## src/rtl/pe_bs_seq_ctrl_if.sv

```systemverilog
// Control/stream bundle between the PE_BS frame sequencer and its environment.
// The master side drives configuration and samples; the slave side is the sequencer.
interface pe_bs_seq_ctrl_if #(
  parameter int unsigned DATA_W  = 8,
  parameter int unsigned SHIFT_W = 3,
  parameter int unsigned LEN_W   = 8
);
  logic               cfg_we;
  logic [1:0]         cfg_idx;
  logic [SHIFT_W-1:0] cfg_shift;
  logic               cfg_sign;
  logic               start;
  logic [1:0]         start_sel;
  logic [LEN_W-1:0]   frame_len;
  logic               in_valid;
  logic [DATA_W-1:0]  in_data;
  logic               in_ready;
  logic [DATA_W-1:0]  pe_in;
  logic [SHIFT_W-1:0] pe_w1;
  logic [SHIFT_W-1:0] pe_w2;
  logic [SHIFT_W-1:0] pe_w3;
  logic               pe_s1;
  logic               pe_s2;
  logic               pe_s3;
  logic [1:0]         pe_sel;
  logic               pe_clr_n;
  logic               busy;
  logic               done;
  logic               err;

  modport master (
    output cfg_we, cfg_idx, cfg_shift, cfg_sign, start, start_sel, frame_len,
           in_valid, in_data,
    input  in_ready, pe_in, pe_w1, pe_w2, pe_w3, pe_s1, pe_s2, pe_s3, pe_sel,
           pe_clr_n, busy, done, err
  );

  modport slave (
    input  cfg_we, cfg_idx, cfg_shift, cfg_sign, start, start_sel, frame_len,
           in_valid, in_data,
    output in_ready, pe_in, pe_w1, pe_w2, pe_w3, pe_s1, pe_s2, pe_s3, pe_sel,
           pe_clr_n, busy, done, err
  );
endinterface

```

## src/rtl/pe_bs_seq_ctrl.sv

```systemverilog
// Frame sequencer for the 3-tap barrel-shift PE: holds tap weights, clears the PE,
// streams one frame of samples, flushes the PE pipeline and reports done/err.
module pe_bs_seq_ctrl #(
  parameter int unsigned DATA_W  = 8,
  parameter int unsigned SHIFT_W = 3,
  parameter int unsigned LEN_W   = 8,
  parameter int unsigned FLUSH_N = 5
) (
  input logic             i_clk,
  input logic             i_rst_n,
  pe_bs_seq_ctrl_if.slave bus
);

  localparam int unsigned FlushCntW = $clog2(FLUSH_N + 1);

  typedef enum logic [2:0] {
    StIdle,
    StClear,
    StStream,
    StFlush,
    StDone
  } state_e;

  state_e               r_state;
  logic [1:0]           r_sel;
  logic [LEN_W-1:0]     r_len;
  logic [LEN_W-1:0]     r_cnt;
  logic [FlushCntW-1:0] r_flush;
  logic                 r_in_ready;
  logic [DATA_W-1:0]    r_pe_in;
  logic [1:0]           r_pe_sel;
  logic                 r_pe_clr_n;
  logic                 r_busy;
  logic                 r_done;
  logic                 r_err;
  logic [SHIFT_W-1:0]   r_w1, r_w2, r_w3;
  logic                 r_s1, r_s2, r_s3;

  logic                 w_accept;
  logic                 w_gap;
  logic                 w_cfg_wr;
  logic [LEN_W-1:0]     w_cnt_inc;
  logic [DATA_W-1:0]    w_pe_in_d;

  assign w_accept  = (r_state == StStream) & r_in_ready & bus.in_valid;
  // A gap only aborts once the frame has started; before that, idling is allowed.
  assign w_gap     = (r_state == StStream) & ~bus.in_valid & (r_cnt != '0);
  assign w_cfg_wr  = bus.cfg_we & ~r_busy & (bus.cfg_idx != 2'd3);
  assign w_cnt_inc = r_cnt + LEN_W'(1);
  assign w_pe_in_d = w_accept ? bus.in_data : '0;

  always_ff @(posedge i_clk or negedge i_rst_n) begin
    if (!i_rst_n) begin
      r_w1 <= '0;
      r_w2 <= '0;
      r_w3 <= '0;
      r_s1 <= 1'b0;
      r_s2 <= 1'b0;
      r_s3 <= 1'b0;
    end else if (w_cfg_wr) begin
      case (bus.cfg_idx)
        2'd0: begin
          r_w1 <= bus.cfg_shift;
          r_s1 <= bus.cfg_sign;
        end
        2'd1: begin
          r_w2 <= bus.cfg_shift;
          r_s2 <= bus.cfg_sign;
        end
        2'd2: begin
          r_w3 <= bus.cfg_shift;
          r_s3 <= bus.cfg_sign;
        end
        default: ;
      endcase
    end
  end

  always_ff @(posedge i_clk or negedge i_rst_n) begin
    if (!i_rst_n) begin
      r_state    <= StIdle;
      r_sel      <= 2'd3;
      r_len      <= '0;
      r_cnt      <= '0;
      r_flush    <= '0;
      r_in_ready <= 1'b0;
      r_pe_in    <= '0;
      r_pe_sel   <= 2'd3;
      r_pe_clr_n <= 1'b1;
      r_busy     <= 1'b0;
      r_done     <= 1'b0;
      r_err      <= 1'b0;
    end else begin
      r_done     <= 1'b0;
      r_err      <= 1'b0;
      r_pe_clr_n <= 1'b1;
      r_pe_in    <= w_pe_in_d;
      case (r_state)
        StIdle: begin
          if (bus.start) begin
            r_sel      <= bus.start_sel;
            r_len      <= bus.frame_len;
            r_pe_clr_n <= 1'b0;
            r_busy     <= 1'b1;
            r_state    <= StClear;
          end
        end
        StClear: begin
          r_cnt    <= '0;
          r_pe_sel <= r_sel;
          if (r_len == '0) begin
            r_flush <= FlushCntW'(FLUSH_N - 1);
            r_state <= StFlush;
          end else begin
            r_in_ready <= 1'b1;
            r_state    <= StStream;
          end
        end
        StStream: begin
          if (w_accept) begin
            r_cnt <= w_cnt_inc;
            if (w_cnt_inc == r_len) begin
              r_in_ready <= 1'b0;
              r_flush    <= FlushCntW'(FLUSH_N - 1);
              r_state    <= StFlush;
            end
          end else if (w_gap) begin
            r_in_ready <= 1'b0;
            r_pe_sel   <= 2'd3;
            r_busy     <= 1'b0;
            r_err      <= 1'b1;
            r_state    <= StIdle;
          end
        end
        StFlush: begin
          if (r_flush == '0) begin
            // Freeze the accumulators so y1..y3 hold until the next clear.
            r_pe_sel <= 2'd3;
            r_done   <= 1'b1;
            r_state  <= StDone;
          end else begin
            r_flush <= r_flush - FlushCntW'(1);
          end
        end
        StDone: begin
          r_busy  <= 1'b0;
          r_state <= StIdle;
        end
        default: begin
          r_in_ready <= 1'b0;
          r_pe_sel   <= 2'd3;
          r_busy     <= 1'b0;
          r_state    <= StIdle;
        end
      endcase
    end
  end

  assign bus.in_ready = r_in_ready;
  assign bus.pe_in    = r_pe_in;
  assign bus.pe_w1    = r_w1;
  assign bus.pe_w2    = r_w2;
  assign bus.pe_w3    = r_w3;
  assign bus.pe_s1    = r_s1;
  assign bus.pe_s2    = r_s2;
  assign bus.pe_s3    = r_s3;
  assign bus.pe_sel   = r_pe_sel;
  assign bus.pe_clr_n = r_pe_clr_n;
  assign bus.busy     = r_busy;
  assign bus.done     = r_done;
  assign bus.err      = r_err;

endmodule

```

## src/flat_wrapper.sv

```systemverilog
// flat-port wrapper written by rule: the top's interface ports become plain ports
module pe_bs_seq_ctrl_flat 
#(
  parameter int unsigned DATA_W  = 8,
  parameter int unsigned SHIFT_W = 3,
  parameter int unsigned LEN_W   = 8,
  parameter int unsigned FLUSH_N = 5
)
  (i_clk, i_rst_n, bus_cfg_we, bus_cfg_idx, bus_cfg_shift, bus_cfg_sign, bus_start, bus_start_sel, bus_frame_len, bus_in_valid, bus_in_data, bus_in_ready, bus_pe_in, bus_pe_w1, bus_pe_w2, bus_pe_w3, bus_pe_s1, bus_pe_s2, bus_pe_s3, bus_pe_sel, bus_pe_clr_n, bus_busy, bus_done, bus_err);
  pe_bs_seq_ctrl_if #(.DATA_W(DATA_W), .SHIFT_W(SHIFT_W), .LEN_W(LEN_W)) bus_i ();
  input logic i_clk;
  input logic i_rst_n;
  input wire logic [$bits(bus_i.cfg_we)-1:0] bus_cfg_we;
  input wire logic [$bits(bus_i.cfg_idx)-1:0] bus_cfg_idx;
  input wire logic [$bits(bus_i.cfg_shift)-1:0] bus_cfg_shift;
  input wire logic [$bits(bus_i.cfg_sign)-1:0] bus_cfg_sign;
  input wire logic [$bits(bus_i.start)-1:0] bus_start;
  input wire logic [$bits(bus_i.start_sel)-1:0] bus_start_sel;
  input wire logic [$bits(bus_i.frame_len)-1:0] bus_frame_len;
  input wire logic [$bits(bus_i.in_valid)-1:0] bus_in_valid;
  input wire logic [$bits(bus_i.in_data)-1:0] bus_in_data;
  output wire logic [$bits(bus_i.in_ready)-1:0] bus_in_ready;
  output wire logic [$bits(bus_i.pe_in)-1:0] bus_pe_in;
  output wire logic [$bits(bus_i.pe_w1)-1:0] bus_pe_w1;
  output wire logic [$bits(bus_i.pe_w2)-1:0] bus_pe_w2;
  output wire logic [$bits(bus_i.pe_w3)-1:0] bus_pe_w3;
  output wire logic [$bits(bus_i.pe_s1)-1:0] bus_pe_s1;
  output wire logic [$bits(bus_i.pe_s2)-1:0] bus_pe_s2;
  output wire logic [$bits(bus_i.pe_s3)-1:0] bus_pe_s3;
  output wire logic [$bits(bus_i.pe_sel)-1:0] bus_pe_sel;
  output wire logic [$bits(bus_i.pe_clr_n)-1:0] bus_pe_clr_n;
  output wire logic [$bits(bus_i.busy)-1:0] bus_busy;
  output wire logic [$bits(bus_i.done)-1:0] bus_done;
  output wire logic [$bits(bus_i.err)-1:0] bus_err;
  assign bus_i.cfg_we = bus_cfg_we;
  assign bus_i.cfg_idx = bus_cfg_idx;
  assign bus_i.cfg_shift = bus_cfg_shift;
  assign bus_i.cfg_sign = bus_cfg_sign;
  assign bus_i.start = bus_start;
  assign bus_i.start_sel = bus_start_sel;
  assign bus_i.frame_len = bus_frame_len;
  assign bus_i.in_valid = bus_in_valid;
  assign bus_i.in_data = bus_in_data;
  assign bus_in_ready = bus_i.in_ready;
  assign bus_pe_in = bus_i.pe_in;
  assign bus_pe_w1 = bus_i.pe_w1;
  assign bus_pe_w2 = bus_i.pe_w2;
  assign bus_pe_w3 = bus_i.pe_w3;
  assign bus_pe_s1 = bus_i.pe_s1;
  assign bus_pe_s2 = bus_i.pe_s2;
  assign bus_pe_s3 = bus_i.pe_s3;
  assign bus_pe_sel = bus_i.pe_sel;
  assign bus_pe_clr_n = bus_i.pe_clr_n;
  assign bus_busy = bus_i.busy;
  assign bus_done = bus_i.done;
  assign bus_err = bus_i.err;
  pe_bs_seq_ctrl #(.DATA_W(DATA_W), .SHIFT_W(SHIFT_W), .LEN_W(LEN_W), .FLUSH_N(FLUSH_N)) u_core (.i_clk(i_clk), .i_rst_n(i_rst_n), .bus(bus_i));
endmodule
```

## config.mk

```make
export PLATFORM = sky130hd
export DESIGN_NAME = pe_bs_seq_ctrl_flat
export DESIGN_NICKNAME = d
export VERILOG_FILES = /design/src/rtl/pe_bs_seq_ctrl_if.sv /design/src/rtl/pe_bs_seq_ctrl.sv /design/src/flat_wrapper.sv
export SDC_FILE = /design/constraint.sdc
export NUM_CORES = 1
export LEC_CHECK = 0
export CELL_PAD_IN_SITES_DETAIL_PLACEMENT = 1
export CELL_PAD_IN_SITES_GLOBAL_PLACEMENT = 1
export CORE_MARGIN = 4
export CORE_UTILIZATION = 25
export CTS_BUF_LIST = sky130_fd_sc_hd__clkbuf_2
export DETAILED_ROUTE_END_ITERATION = 8
export HOLD_SLACK_MARGIN = 0.06
export PLACE_DENSITY = 0.63
export SLEW_MARGIN = 20
export SYNTH_ARGS = -nofsm -noshare
export SYNTH_HDL_FRONTEND = slang
export SYNTH_SLANG_ARGS = --single-unit
```

## constraint.sdc

```tcl
create_clock -name i_clk -period 4.2 [get_ports i_clk]
set_input_delay 0.84 -clock i_clk [delete_from_list [all_inputs] [get_ports i_clk]]
set_output_delay 0.84 -clock i_clk [all_outputs]
set_load 0.03 [all_outputs]
```

Word level (Yosys, flattened, before mapping)
Cells that the tools add are included.
{ "op_classes": {"add_sub_neg": 2, "n_eq_ne": 19, "n_mux": 34, "bitwise": 11, "reduce_logical": 20} }
{ "op_table": {"columns": ["operator", "count"], "rows": [
  ["3-bit two-way mux", 9],
  ["8-bit two-way mux", 2],
  ["8-bit case mux with 2 select lines", 1],
  ["4-bit AND reduction", 4],
  ["1-bit two-way mux", 14],
  ["2-bit inequality test, second input constant", 6],
  ["3-bit case mux with 4 select lines", 1],
  ["2-bit AND reduction", 5],
  ["3-bit case mux with 3 select lines", 1],
  ["8-bit by 1-bit adder with 8-bit output, second input constant", 1],
  ["8-bit == test", 1],
  ["8-bit zero test", 1],
  ["2-bit by 1-bit inequality test with 1-bit output, second input constant", 4],
  ["2-bit case mux with 4 select lines", 1],
  ["8-bit nonzero test", 1],
  ["1-bit AND", 6],
  ["3-bit by 2-bit == test with 1-bit output, second input constant", 2],
  ["3-bit zero test", 2],
  ["2-bit two-way mux", 3],
  ["1-bit case mux with 3 select lines", 2],
  ["1-bit NOT", 5],
  ["5-bit AND reduction", 1],
  ["2-bit OR reduction", 2],
  ["3-bit by 1-bit == test with 1-bit output, second input constant", 1],
  ["10 further kinds", 10]
]} }
{ "word_totals": {"reg_bits": 51, "inputBits": 29, "output_inout_bits": 27, "elab_cells": 104} }

Depth between registers and ports, before layout
{ "logic_depth": {"ltp_word": 6, "depth_mapped": 7, "ltp_nobuf": 7} }

Least setup slack after synthesis
OpenSTA, ideal clock, no wires.
{ "synth_path": {"path_type": "input to register", "start": "input bus_cfg_we", "end": "register u_core.r_s3, in the netlist u_core.bus.pe_s3", "setup_time_ps": 125, "arrival_ps": 1698, "required_ps": 4075, "path_slack_ps": 2377, "path_stages": 3, "path_buffers": 0, "path_cell_list": "nand2b_1 nor3b_1 mux2_2"} }
{ "synth_between": {"elab_chain_cells": 3} }
{ "synth_rtl": {"columns": ["element", "line", "text"], "rows": [
  ["start: declaration", "flat_wrapper.sv:13", "input wire logic [$bits(bus_i.cfg_we)-1:0] bus_cfg_we;"],
  ["1-bit AND (2 in series)", "pe_bs_seq_ctrl.sv:48", "assign w_cfg_wr = bus.cfg_we & ~r_busy & (bus.cfg_idx != 2'd3);"],
  ["2-bit AND reduction (no line)", null, null],
  ["end signal: assignment", "pe_bs_seq_ctrl.sv:72", "r_s3 <= bus.cfg_sign;"],
  ["end: declaration", "pe_bs_seq_ctrl.sv:37", "logic r_s1, r_s2, r_s3;"]
]} }
Every way passes these cells.
A chain may end at the register's enable or synchronous reset.

Worst setup path in the final report
{ "layout_path": {"start": "register u_core.r_pe_sel[0], in the netlist u_core.bus.pe_sel[0]", "end": "output bus_pe_sel[0]"} }
{ "layout_lines": {"columns": ["element", "line", "text"], "rows": [
  ["start: declaration", "pe_bs_seq_ctrl.sv:31", "logic [1:0] r_pe_sel;"],
  ["start signal: assignment", "pe_bs_seq_ctrl.sv:110", "r_pe_sel <= r_sel;"],
  ["end: declaration", "flat_wrapper.sv:30", "output wire logic [$bits(bus_i.pe_sel)-1:0] bus_pe_sel;"]
]} }
No word-level cell between the ends.

==> metrics.yaml <==
run_status:
  outcome: "complete, no violations"
power_and_ir_drop:
  pwr-share-seq_pct: 39.1
  p_leak_nw: 1.29
  cellPowerDensity_nw_per_um2: 650
  power_frac_comb_pct: 45.0
  ir_drop_mv: 0.198
  switching_share_pct: 39.1
  p_switching_mw: 0.809
  internal_power_mw: 1.26
  clkPwrFrac_pct: 15.9
  report.power.total_mw: 2.07
cts:
  cts_setup_buffers: 0
  cts_tree: "built"
  clk_path_buf_depth: 2
  cts_resized: 0
  clk_pin_slew_ns: 0.28
  cts-buffers-inserted: 5
  h-tree-depth: 2
  clk_latency_ns: 0.44
  root_buffer: "clkbuf_2"
  clock_sinks: 51
  ctsHoldBuffers: 0
logic_synthesis:
  synth_nets: 250
  synthArstFlopShare_pct: 100
  yosys_warnings: 0
  synthCells: 217
  syn_area_um2: 2420
  ys_seq_area_share_pct: 53.0
  muxShareOfSynthArea_pct: 10.7
  syn_avg_cell_area_um2: 11.1
  ys_ff_latch: 51
  yosys.area_share.simple_pct: 16.6
  synthAdderAreaFrac_pct: 2.07
  ys.flop_type: "dfrtp_1"
  yosysUniqueCellTypes: 47
  synth-compound-area-share_pct: 11.2
  synth_top_family_by_area: "simple AND/OR/NAND/NOR gates"
  synth-xor-area-share_pct: 3.62
  synth_edf_count: 0
drt:
  vias: 1835
  wl_per_cell_um: 15.3
  drt-initial-drc-count: 107
  wirelength_um: 6160
  drc: 0
  drt.antenna.violating_nets: 0
  viasPerCell: 4.56
  firstDrtPassIters: 4
critical_path:
  critical_path.max_stage_delay_ns: 0.67
  crit_buf_inv: 1
  worst-path-stages: 1
  reg2reg_to: "u_core.r_flush[0]$_DFFE_PN0P_"
  crit_required_ns: 3.36
  path_delay_family: "buffers and inverters"
  critPathLaunch: "u_core.bus.pe_sel[0]$_DFFE_PN1P_"
  cp-start-kind: "register"
  cp.arrival_ns: 1.72
  cp_cell_sequence: "clkdlybuf4s50_1"
  crit_type: "reg -> out"
  crit_path_max_fanout: 3
  r2r_start: "u_core.r_state[0]$_DFFE_PN0P_"
  r2r_cells: 5
  slowest_stage: "clkdlybuf4s50_1"
  ff2ff_setup_slack_ns: 2.01
  crit_path_end: "bus_pe_sel[0]"
  cp-end-kind: "output pin"
global_route:
  grt_pass1_vias: 1948
  antenna_found_initial: 0
  grt_pass1_wl_um: 10300
  overflow: 0
  grt_max_degree: 29
  grt_usage_pct: 11.4
flow_run:
  cap_viol_max_count: 0
die:
  initial_utilization_pct: 25.9
  pin_count: 56
  coreArea_um2: 9330
  die-area_um2: 11300
  die_x_um: 106
  num_rows: 35
  die_h_um: 106
timing:
  finClkSkew_ns: 0.0167
  setup_viol: 0
  finalSetupTns_ns: 0
  relSlewSlack_pct: 52.3
  hold_slack_ns: 0.320
  worstMarginPinSlew_ns: 0.714
  timing.final.crit_share_pct: 60.8
  fmax_mhz: 391
  rsz0062_at_grt: "false"
  final-hold-violation-count: 0
  slew_viol_final: 0
  min_period_ns: 2.56
finish:
  antenna_cells: 0
  area_growth_pct: 31.9
  fin_area_um2: 3190
  drive_above_1_share_pct: 15.8
  nets: 305
  stdcell_count: 402
placed_design:
  gp_congestion: 0.743
  placed_area_um2: 3100
  post-place-cells: 394
  io_buffer_count: 55
  dpl.hpwl_um: 4550
min_path:
  hp-class: "in -> async"
## through the flow
| stage | util, % | worst slack [ns] |
|---|---|---|
| after global placement | 33.2 | 1.66 |
| after CTS | 34.2 | 1.61 |
| after floorplan | - | 2.38 |
| final | 34.2 | 1.64 |
| after detailed placement | 33.2 | 1.62 |
| after global routing | 34.2 | 1.54 |
## power groups by stage
stage	Clock [mW]	Combinational [mW]	Sequential, mW
final	0.329	0.932	0.811
after global routing	0.366	1.02	0.842
after CTS	0.340	0.946	0.816
after detailed placement	0	0.943	0.827
after global placement	0	0.926	0.821
after floorplan	0	0.472	0.949
## synthesized netlist by cell type, types with 2 or more instances
cell | instances | share of area (%)
a211o_1 | 2 | 0.72
a21oi_1 | 5 | 1.0
a31oi_1 | 4 | 1.0
and2_1 | 10 | 2.6
and3_1 | 3 | 0.78
buf_2 | 5 | 1.0
clkbuf_1 | 3 | 0.47
dfrtp_1 | 46 | 48
dfstp_2 | 5 | 5.4
ha_1 | 4 | 2.1
inv_1 | 8 | 1.2
mux2_2 | 22 | 10
nand2_1 | 11 | 1.7
nand2b_1 | 5 | 1.3
nand3_1 | 5 | 1.0
nor2_1 | 14 | 2.2
nor2b_1 | 4 | 1.0
nor3_1 | 6 | 1.2
nor3b_1 | 3 | 0.93
nor4_1 | 2 | 0.52
o21ai_0 | 6 | 1.2
o21ai_1 | 8 | 1.7
o31ai_1 | 3 | 0.93
o41ai_1 | 2 | 0.72
xnor2_1 | 8 | 2.9
xor2_1 | 2 | 0.72
## cells by family after synthesis
logic type,Yosys count
compound gates,41
xor+xnor,10
fa+ha+maj,4
buf+inv,17
flops,51
mux,23
simple gates,71
## how the worst min path moves through the flow
stage,from,endpoint,depth (start not counted)
3_5_place_dp,u_core.r_flush[1]$_DFFE_PN0P_,u_core.r_flush[1]$_DFFE_PN0P_,2
5_1_grt,i_rst_n,u_core.bus.pe_in[1]$_DFF_PN0_,1
2_1_floorplan,u_core.r_flush[1]$_DFFE_PN0P_,u_core.r_flush[1]$_DFFE_PN0P_,2
6_report,i_rst_n,u_core.bus.pe_in[1]$_DFF_PN0_,1
3_3_place_gp,u_core.r_flush[1]$_DFFE_PN0P_,u_core.r_flush[1]$_DFFE_PN0P_,2
4_1_cts,i_rst_n,u_core.bus.pe_in[1]$_DFF_PN0_,1
## cells in the final DEF (no fill, tap or decap), types with 6 or more instances in the layout
cell type / instances
clkdlybuf4s50_1: 54
dfrtp_1: 46
mux2_2: 22
nor2_1: 14
nand2_1: 11
and2_1: 10
inv_1: 8
o21ai_1: 8
xnor2_1: 8
nor3_1: 6
o21ai_0: 6
## routing by layer
layer	vias to the layer above	global-route usage [%]	part of all wire, %
li1	876	-	-
met2	50	18.6	46
met5	-	0	0
met3	6	3.04	5.4
met1	903	14.8	47
met4	0	3.15	1.1
## sequential cells by signal, indices dropped and copies added, names as in the netlist, 3 cells and up
register / cells
u_core.r_state: 3
u_core.bus.pe_w3: 3
u_core.bus.pe_w1: 3
u_core.r_len: 8
u_core.bus.pe_w2: 3
u_core.r_cnt: 8
u_core.r_flush: 3
u_core.bus.pe_in: 8
## area by class of cell
class	instances	area [um^2]
Inverter	9	33.8
Fill cell	1050	6140
Timing Repair Buffer	56	553
Clock buffer	5	25.0
Multi-Input combinational cell	149	1070
Tap cell	129	161
Clock inverter	3	67.6
Sequential cell	51	1280
No activity file was read; power rests on OpenSTA's default activity.
